--- config.mk ---
export PLATFORM = sky130hd
export DESIGN_NAME = mul_reduce
export DESIGN_NICKNAME = d
export VERILOG_FILES = /design/src/rtl/mul_pkg.sv /design/src/rtl/mul_add_level.sv /design/src/rtl/mul_reduce.sv
export SDC_FILE = /design/constraint.sdc
export NUM_CORES = 2
export LEC_CHECK = 0
export CAP_MARGIN = 0
export CORE_MARGIN = 2
export CORE_UTILIZATION = 35
export DETAILED_ROUTE_END_ITERATION = 10
export PLACE_DENSITY = 0.56
export SYNTH_ARGS = -nofsm -noshare
export SYNTH_HDL_FRONTEND = slang
export SYNTH_HIERARCHICAL = 1
export SYNTH_SLANG_ARGS = --single-unit
--- constraint.sdc ---
create_clock -name clk -period 8.98 [get_ports clk]
set_input_delay 1.796 -clock clk [delete_from_list [all_inputs] [get_ports clk]]
set_output_delay 1.796 -clock clk [all_outputs]
set_load 0.05 [all_outputs]
--- src/rtl/mul_pkg.sv ---
`default_nettype none
// ============================================================================
// Module      : mul_pkg
// Description : Shared constants and the sideband record for the partial-
//               product reduction pipeline.
//                 XLEN       - width of the returned product half
//                 PP_WIDTH   - width of one partial product / full product
//                 sideband_t - {valid, neg, higher} carried with every stage
// Revision    : 1.0 - initial release
// ============================================================================
package mul_pkg;

    localparam int XLEN     = 32;
    localparam int PP_WIDTH = 64;

    // neg holds neg_a XOR neg_b, so the output stage only tests one bit.
    typedef struct packed {
        logic valid;
        logic neg;
        logic higher;
    } sideband_t;

endpackage : mul_pkg
`default_nettype wire

--- src/rtl/mul_add_level.sv ---
`default_nettype none
// ============================================================================
// Module      : mul_add_level
// Description : One level of the reduction tree: N/2 pairwise 64-bit adders
//               (modulo 2^64) with the sideband passed alongside.  With
//               REG_EN = 1 the sums and sideband are registered; with
//               REG_EN = 0 the level is purely combinational.
// Ports       : clk     - clock
//               rst     - synchronous active-high reset (valid bit only)
//               i_flush - drop the operation entering this register
//               i_terms - N input terms, term k at [64k+63:64k]
//               i_sb    - sideband of the incoming operation
//               o_sums  - N/2 pairwise sums
//               o_sb    - sideband of the outgoing operation
// Revision    : 1.0 - initial release
// ============================================================================
module mul_add_level
    import mul_pkg::*;
#(
    parameter int N      = 2,
    parameter bit REG_EN = 1'b1
) (
    input  logic                         clk,
    input  logic                         rst,
    input  logic                         i_flush,
    input  logic [N*PP_WIDTH-1:0]        i_terms,
    input  sideband_t                    i_sb,
    output logic [(N/2)*PP_WIDTH-1:0]    o_sums,
    output sideband_t                    o_sb
);

    logic [(N/2)*PP_WIDTH-1:0] w_sums;

    for (genvar k = 0; k < N/2; k++) begin : g_add
        assign w_sums[k*PP_WIDTH +: PP_WIDTH] =
            i_terms[(2*k)*PP_WIDTH +: PP_WIDTH] + i_terms[(2*k+1)*PP_WIDTH +: PP_WIDTH];
    end

    if (REG_EN) begin : g_reg
        logic                      r_valid;
        logic                      r_neg;
        logic                      r_higher;
        logic [(N/2)*PP_WIDTH-1:0] r_sums;

        // Data only loads with a live operation, so idle cycles leave the
        // previous contents untouched.
        always_ff @(posedge clk) begin
            if (rst || i_flush) begin
                r_valid <= 1'b0;
            end else begin
                r_valid <= i_sb.valid;
            end
            if (i_sb.valid) begin
                r_sums   <= w_sums;
                r_neg    <= i_sb.neg;
                r_higher <= i_sb.higher;
            end
        end

        assign o_sums = r_sums;
        assign o_sb   = '{valid: r_valid, neg: r_neg, higher: r_higher};
    end else begin : g_comb
        logic w_unused_ok;
        assign w_unused_ok = &{1'b0, clk, rst, i_flush};
        assign o_sums      = w_sums;
        assign o_sb        = i_sb;
    end

endmodule : mul_add_level
`default_nettype wire

--- src/rtl/mul_reduce.sv ---
`default_nettype none
// ============================================================================
// Module      : mul_reduce
// Description : Sums SIZE 64-bit partial products with a pairwise adder tree,
//               applies the operand sign (two's-complement negate when
//               neg_a ^ neg_b), and returns the upper or lower 32-bit half.
//               One operation per cycle, no backpressure, fixed latency.
// Config      : MUL_REDUCE_LEVEL_REG_EN defined   -> register after every
//               tree level + output stage, latency log2(SIZE)+1.
//               MUL_REDUCE_LEVEL_REG_EN undefined -> combinational tree into
//               one register + output stage, latency 2.
// Ports       : clk       - clock
//               rst       - synchronous active-high reset
//               start_i   - a partial-product set is present this cycle
//               partial_i - SIZE terms, term k at [64k+63:64k]
//               sign_i    - {neg_a, neg_b}
//               higher_i  - 1: product[63:32], 0: product[31:0]
//               flush_i   - discard every in-flight operation
//               valid_o   - one-cycle pulse, result_o holds a new result
//               result_o  - selected product half (held between pulses)
//               busy_o    - an operation sits in a tree stage register
// Revision    : 1.0 - initial release
// ============================================================================
module mul_reduce
    import mul_pkg::*;
#(
    parameter int SIZE = 16
) (
    input  logic                     clk,
    input  logic                     rst,
    input  logic                     start_i,
    input  logic [PP_WIDTH*SIZE-1:0] partial_i,
    input  logic [1:0]               sign_i,
    input  logic                     higher_i,
    input  logic                     flush_i,
    output logic                     valid_o,
    output logic [XLEN-1:0]          result_o,
    output logic                     busy_o
);

    localparam int c_LEVELS = $clog2(SIZE);
`ifdef MUL_REDUCE_LEVEL_REG_EN
    localparam bit c_REG_EVERY_LEVEL = 1'b1;
`else
    localparam bit c_REG_EVERY_LEVEL = 1'b0;
`endif

    if (!(SIZE >= 2 && SIZE <= 32 && (SIZE & (SIZE - 1)) == 0)) begin : g_size_check
        $error("mul_reduce: SIZE must be a power of two in 2..32");
    end

    sideband_t             w_sb_head;
    logic [c_LEVELS-1:0]   w_stage_valid;
    logic [PP_WIDTH-1:0]   w_sum;
    logic [PP_WIDTH-1:0]   w_product;
    sideband_t             w_root_sb;
    logic                  w_take;
    logic                  r_valid;
    logic [XLEN-1:0]       r_result;

    assign w_sb_head = '{valid: start_i, neg: sign_i[1] ^ sign_i[0], higher: higher_i};

    // Level j reduces SIZE>>j terms to half as many.  When the levels are
    // not individually registered, only the last one carries a register so
    // the whole tree settles into a single stage.
    for (genvar j = 0; j < c_LEVELS; j++) begin : g_level
        localparam int c_N   = SIZE >> j;
        localparam bit c_REG = c_REG_EVERY_LEVEL || (j == c_LEVELS - 1);

        logic [c_N*PP_WIDTH-1:0]     w_in;
        sideband_t                   w_sb_in;
        logic [(c_N/2)*PP_WIDTH-1:0] w_sums;
        sideband_t                   w_sb_out;

        if (j == 0) begin : g_src_input
            assign w_in    = partial_i;
            assign w_sb_in = w_sb_head;
        end else begin : g_src_prev
            assign w_in    = g_level[j-1].w_sums;
            assign w_sb_in = g_level[j-1].w_sb_out;
        end

        mul_add_level #(
            .N      (c_N),
            .REG_EN (c_REG)
        ) u_level (
            .clk     (clk),
            .rst     (rst),
            .i_flush (flush_i),
            .i_terms (w_in),
            .i_sb    (w_sb_in),
            .o_sums  (w_sums),
            .o_sb    (w_sb_out)
        );

        assign w_stage_valid[j] = c_REG ? w_sb_out.valid : 1'b0;
    end

    assign w_sum     = g_level[c_LEVELS-1].w_sums;
    assign w_root_sb = g_level[c_LEVELS-1].w_sb_out;
    assign w_product = w_root_sb.neg ? (~w_sum + 64'd1) : w_sum;

    // A flushed operation must not disturb result_o, which holds between
    // pulses.
    assign w_take = w_root_sb.valid && !flush_i;

    always_ff @(posedge clk) begin
        if (rst) begin
            r_valid  <= 1'b0;
            r_result <= '0;
        end else begin
            r_valid <= w_take;
            if (w_take) begin
                r_result <= w_root_sb.higher ? w_product[63:32] : w_product[31:0];
            end
        end
    end

    assign valid_o  = r_valid;
    assign result_o = r_result;
    assign busy_o   = |w_stage_valid;

endmodule : mul_reduce
`default_nettype wire

Word level (Yosys, flattened, before mapping)
Index checks and enable logic that the tools add are counted.
{ "classes": {"reduce_logical": 3, "bitwise": 2, "n_addsub": 16, "mux": 2} }
{ "ops": {"columns": ["op", "n"], "rows": [
  ["$add A64 B64 Y64", 15],
  ["$add A64 B1 Y64 const B", 1],
  ["$mux W64", 1],
  ["$not A64 Y64", 1],
  ["$mux W32", 1],
  ["$logic_and A1 B1 Y1", 1],
  ["$logic_not A1 Y1", 1],
  ["$logic_or A1 B1 Y1", 1],
  ["$xor A1 B1 Y1", 1]
]} }
{ "word_totals": {"out_inout_bits": 34, "in_bits": 1031, "regBits": 100} }

Longest topological paths before layout
{ "depth": {"word_depth": 4, "mapped_depth": 45, "ltp_nobuf": 44} }

Cells and area by module
Netlist, hierarchy kept.
{ "modules_own_cells": {"columns": ["module", "n_inst", "seq_area_each_um2", "area_per_inst_um2", "cells_each"], "rows": [
  ["mul_add_level (g_level[0].u_level)", 1, 0.0, 28513.6, 4112],
  ["mul_add_level (g_level[1].u_level)", 1, 0.0, 14174.8, 2071],
  ["mul_add_level (g_level[2].u_level)", 1, 0.0, 7120.6, 1027],
  ["mul_add_level (g_level[3].u_level)", 1, 2001.9, 5869.4, 635],
  ["mul_reduce", 1, 660.6, 3123.0, 415]
]} }

Worst setup path before layout
OpenSTA, ideal clock, no wires.
{ "synth_timing": {"path_kind": "input to register", "startpoint": "input port partial_i[640]", "endpoint": "register g_level[3].u_level.g_reg.r_sums[62], data pin", "path_stages": 42, "setup_time_ns": 0.260, "arrival_ns": 9.506, "setup_slack_ns": -0.786, "cell_sequence": "ha_1 > fa_1 > a21oi_1 > nand4b_1 > a2111oi_0 > or3_1 > a31oi_1 > xnor2_1 > ha_1 > clkbuf_1 > a21oi_1 > o21bai_1 > a21o_1 > a21oi_1 > nor3_1 > a211oi_1 > nor2_1 > or2_2 > [... 6 more ...] > or3_1 > inv_1 > a211oi_1 > o21ai_0 > a41oi_2 > o31ai_2 > xor2_1 > ha_1 > clkbuf_1 > a21o_1 > a21o_1 > a21oi_1 > inv_1 > or3_1 > a21oi_1 > o31a_1 > o21ai_2 > xor2_1"} }
{ "synth_between": {"elab_chain_cells": 4} }
{ "synth_lines": {"columns": ["item", "line", "rtl"], "rows": [
  ["from (decl)", "mul_reduce.sv:32", "input logic [PP_WIDTH*SIZE-1:0] partial_i,"],
  ["$add A64 B64 Y64", "mul_add_level.sv:36", "i_terms[(2*k)*PP_WIDTH +: PP_WIDTH] + i_terms[(2*k+1)*PP_WIDTH +: PP_WIDTH];"],
  ["net g_level[0].w_sums[342]", "mul_reduce.sv:72", "logic [(c_N/2)*PP_WIDTH-1:0] w_sums;"],
  ["$add A64 B64 Y64", "mul_add_level.sv:36", null],
  ["net g_level[1].w_sums[169]", "mul_reduce.sv:72", null],
  ["$add A64 B64 Y64", "mul_add_level.sv:36", null],
  ["net g_level[2].w_sums[111]", "mul_reduce.sv:72", null],
  ["$add A64 B64 Y64", "mul_add_level.sv:36", null],
  ["net g_level[3].u_level.w_sums[62]", "mul_add_level.sv:32", "logic [(N/2)*PP_WIDTH-1:0] w_sums;"],
  ["to (signal assigned)", "mul_add_level.sv:54", "r_sums <= w_sums;"],
  ["to (decl)", "mul_add_level.sv:43", "logic [(N/2)*PP_WIDTH-1:0] r_sums;"]
]} }
The timed path passes the listed nets, and every way through them passes these cells.
A chain may end at the register's enable or synchronous reset.

Worst setup path after layout
{ "layout_timing": {"startpoint": "input port partial_i[339]", "endpoint": "register g_level[3].u_level.g_reg.r_sums[62], data pin"} }
Same word-level chain as after synthesis.

==> impl_metrics.ini <==
[layout]
multi_input_area_mm2 = 0.0624
instances_no_fill = 14500
fill_cells = 14900
syn_to_final_growth_pct = 79.0
design_area_mm2 = 0.105
finalNetCount = 14300
drive_above_1_share_pct = 38.2
seqCellArea_mm2 = 0.00266

[route]
m1WireLength_um = 141000
met2_length_um = 147000
drt.antenna.violating_nets = 0
dr.max_layer_used = met5
routed_via_density = 5.57
wl_per_cell_um = 21.9
met3WireLength_um = 19100
first_pass_iters = 6
drt-total-wl_um = 318000
drcViolationCount = 0
drtIter0Drc = 6122
vias = 80700

[cts]
cts.sinks = 100
hold_buffers = 0
clockBufferDepth = 2
clk_latency_ns = 0.37
cts_buffers = 9
h-tree-depth = 3
cts-root-buf = clkbuf_16
cts_tree = built
clk_pin_slew_ns = 0.08

[synth]
yosysUniqueCellTypes = 136
synth_area_leaders = ha_1 (20%), a21oi_1 (9.3%), xnor2_1 (8.8%), a21o_1 (7.0%), xor2_1 (5.5%)
yosysMostFrequentCell = a21oi_1
yosys_warnings = 6
synth-async-reset-ratio_pct = 0
yosys-top-cells-count = a21oi_1 (1090), ha_1 (946), nand2_1 (707)
synth_nets = 10300
ys.flop_type = edfxtp_1
avgSynthCellArea_um2 = 7.12
seq_area_frac_synth_pct = 4.53
synth-edff-count = 66
synth_top_cell_area_share_pct = 20.1
syn_inst = 8260
synth.ff_latch_count = 100
yosysTopAreaCell = ha_1
synth_area_mm2 = 0.0588

[critical_path]
r2r-end = result_o[12]
cp.required_ns = 9.09
worstSetupPathType = in -> reg
cp_slowest_stage_delay_ns = 0.52
cpMostUsedCell = a21o_1
end_kind = register
critPathSlowestCell = clkdlybuf4s50_1
reg2reg_setup_slack_ns = 4.99
cp_data_arrival_time_ns = 9.68
r2r_cells = 8
cp_max_fo = 6
r2r-start = g_level[3].u_level/o_sums[1]
start_kind = primary input

[run_status]
status = finished with violations
violations = setup timing

[die]
core_mm2 = 0.167
rows = 150
die_w_um = 414
die_area_mm2 = 0.171
die_h_um = 414
num_io_pins = 1065
initial_core_util_pct = 35.2

[hold_path]
hold_depth = 1
min_to = result_o[1]
min-delay-path-class = reg -> reg
min_from = result_o[1]

[place]
gp_congestion = 1.04
place_area_mm2 = 0.0932
portBuffers = 1064
dpl.hpwl_um = 272000
placed_cells = 14100

[global_routing]
antenna_found_initial = 43
grt_max_degree = 72
grt_pass1_wl_um = 467000
track_usage_pct = 34.8
gr-total-overflow = 0
grt_pass1_vias = 79500

[sta]
finClkSkew_ns = 0.0123
worstMarginPinSlew_ns = 1.13
fin_ws_ns = -0.585
finalHoldViolCount = 0
rsz0062_at_grt = yes
layout_min_cycle_time_ns = 9.56
finalCritPeriodShare_pct = 107
drv_slew = 0
max_freq_ghz = 0.105
setup_viol = 31
slew_headroom_pct = 24.5

[flow_run]
cap_violations = 0
area by class of cell:
| cell class | instances | share of cell area, % |
|---|---|---|
| flip-flops and latches | 100 | 2.53 |
| inverters | 236 | 0.844 |
| well taps | 2204 | 2.62 |
| multi-input cells | 7554 | 59.3 |
| clock buffers | 9 | 0.214 |
| diodes | 32 | 0.0761 |
| repair buffers | 4361 | 34.3 |
| clock inverters | 7 | 0.0535 |
stage by stage:
stage	worst slack, ns	utilization, %	TNS [ns]	hold WS [ns]
final	-0.585	63.0	-10.28	0.461
after global routing	-0.973	63.0	-20.14	0.472
after CTS	-0.478	61.0	-5.62	0.459
after detailed placement	-2.12	55.8	-68.78	0.441
after global placement	-2.06	55.8	-68.21	0.445
after floorplan	-0.194	-	-0.453	0.456
registers in the layout, indices dropped and copies added, names as in the netlist:
name                            flops
g_level.u_level/o_sums             64
g_level.u_level/g_reg.r_higher      1
g_level.u_level/g_reg.r_valid       1
result_o                           32
g_level.u_level/g_reg.r_neg         1
valid_o                             1
layer usage:
layer | vias up | GRT usage [%]
li1 | 39000 | -
met1 | 38600 | 46.8
met2 | 2735 | 57.9
met3 | 416 | 3.90
met4 | 4 | 10.5
met5 | - | 0
timing repair:
action,CTS,global route
setup endpoints to repair,44,44
buffers inserted,302,103
resized for setup,1434,532
pin swaps,732,321
kinds of logic after synthesis:
logic type               share of synthesized area (%)
AO/OA/AOI/OAI                                     36.8
XOR/XNOR                                          14.3
adder cells (fa/ha/maj)                           20.6
buffers and inverters                             4.29
flip-flops                                        4.53
multiplexers                                     0.257
AND/OR/NAND/NOR                                   19.2
layout by cell type (no fill, tap or decap), types with 86 or more instances in the layout:
| cell | synthesis | routed |
|---|---|---|
| buf_4 | 17 | 3127 |
| a21o_1 | 551 | 550 |
| o21a_1 | 93 | 90 |
| a21oi_2 | 9 | 210 |
| nand4_1 | 241 | 241 |
| nand3_1 | 181 | 160 |
| xnor2_1 | 590 | 466 |
| a21oi_1 | 1090 | 841 |
| xor2_1 | 369 | 303 |
| o21bai_1 | 190 | 174 |
| clkdlybuf4s50_1 | 0 | 880 |
| nor3_1 | 118 | 86 |
| inv_1 | 235 | 224 |
| dlygate4sd2_1 | 0 | 115 |
| buf_6 | 6 | 161 |
| xnor2_2 | 0 | 107 |
| ha_1 | 946 | 761 |
| ha_4 | 0 | 157 |
| o21ai_2 | 11 | 92 |
| o21ai_1 | 113 | 151 |
| nor2_1 | 519 | 461 |
| nand2_1 | 707 | 652 |
| o21ai_0 | 468 | 330 |
how the worst max path moves through the flow:
| stage | startpoint | end | slack (ns) | depth (start not counted) |
|---|---|---|---|---|
| after global routing | partial_i[324] | g_level[3].u_level/o_sums[63] | -0.97 | 47 |
| final | partial_i[339] | g_level[3].u_level/o_sums[62] | -0.58 | 41 |
| after floorplan | partial_i[128] | g_level[3].u_level/o_sums[62] | -0.19 | 39 |
| after detailed placement | partial_i[640] | g_level[3].u_level/o_sums[59] | -2.12 | 39 |
| after global placement | partial_i[640] | g_level[3].u_level/o_sums[59] | -2.06 | 38 |
| after CTS | partial_i[704] | g_level[3].u_level/o_sums[62] | -0.48 | 41 |
critical path: cells and delay by family:
kind                     cells  cell delay, ns
buffers and inverters        7            1.40
XOR/XNOR                     4            0.62
AO/OA/AOI/OAI               22            3.90
AND/OR/NAND/NOR              4            0.66
adder cells (fa/ha/maj)      4            1.30
Power is left out: the tool's default activity adds up to more than one toggle a clock period on the data nets, which glitch-free logic cannot reach.
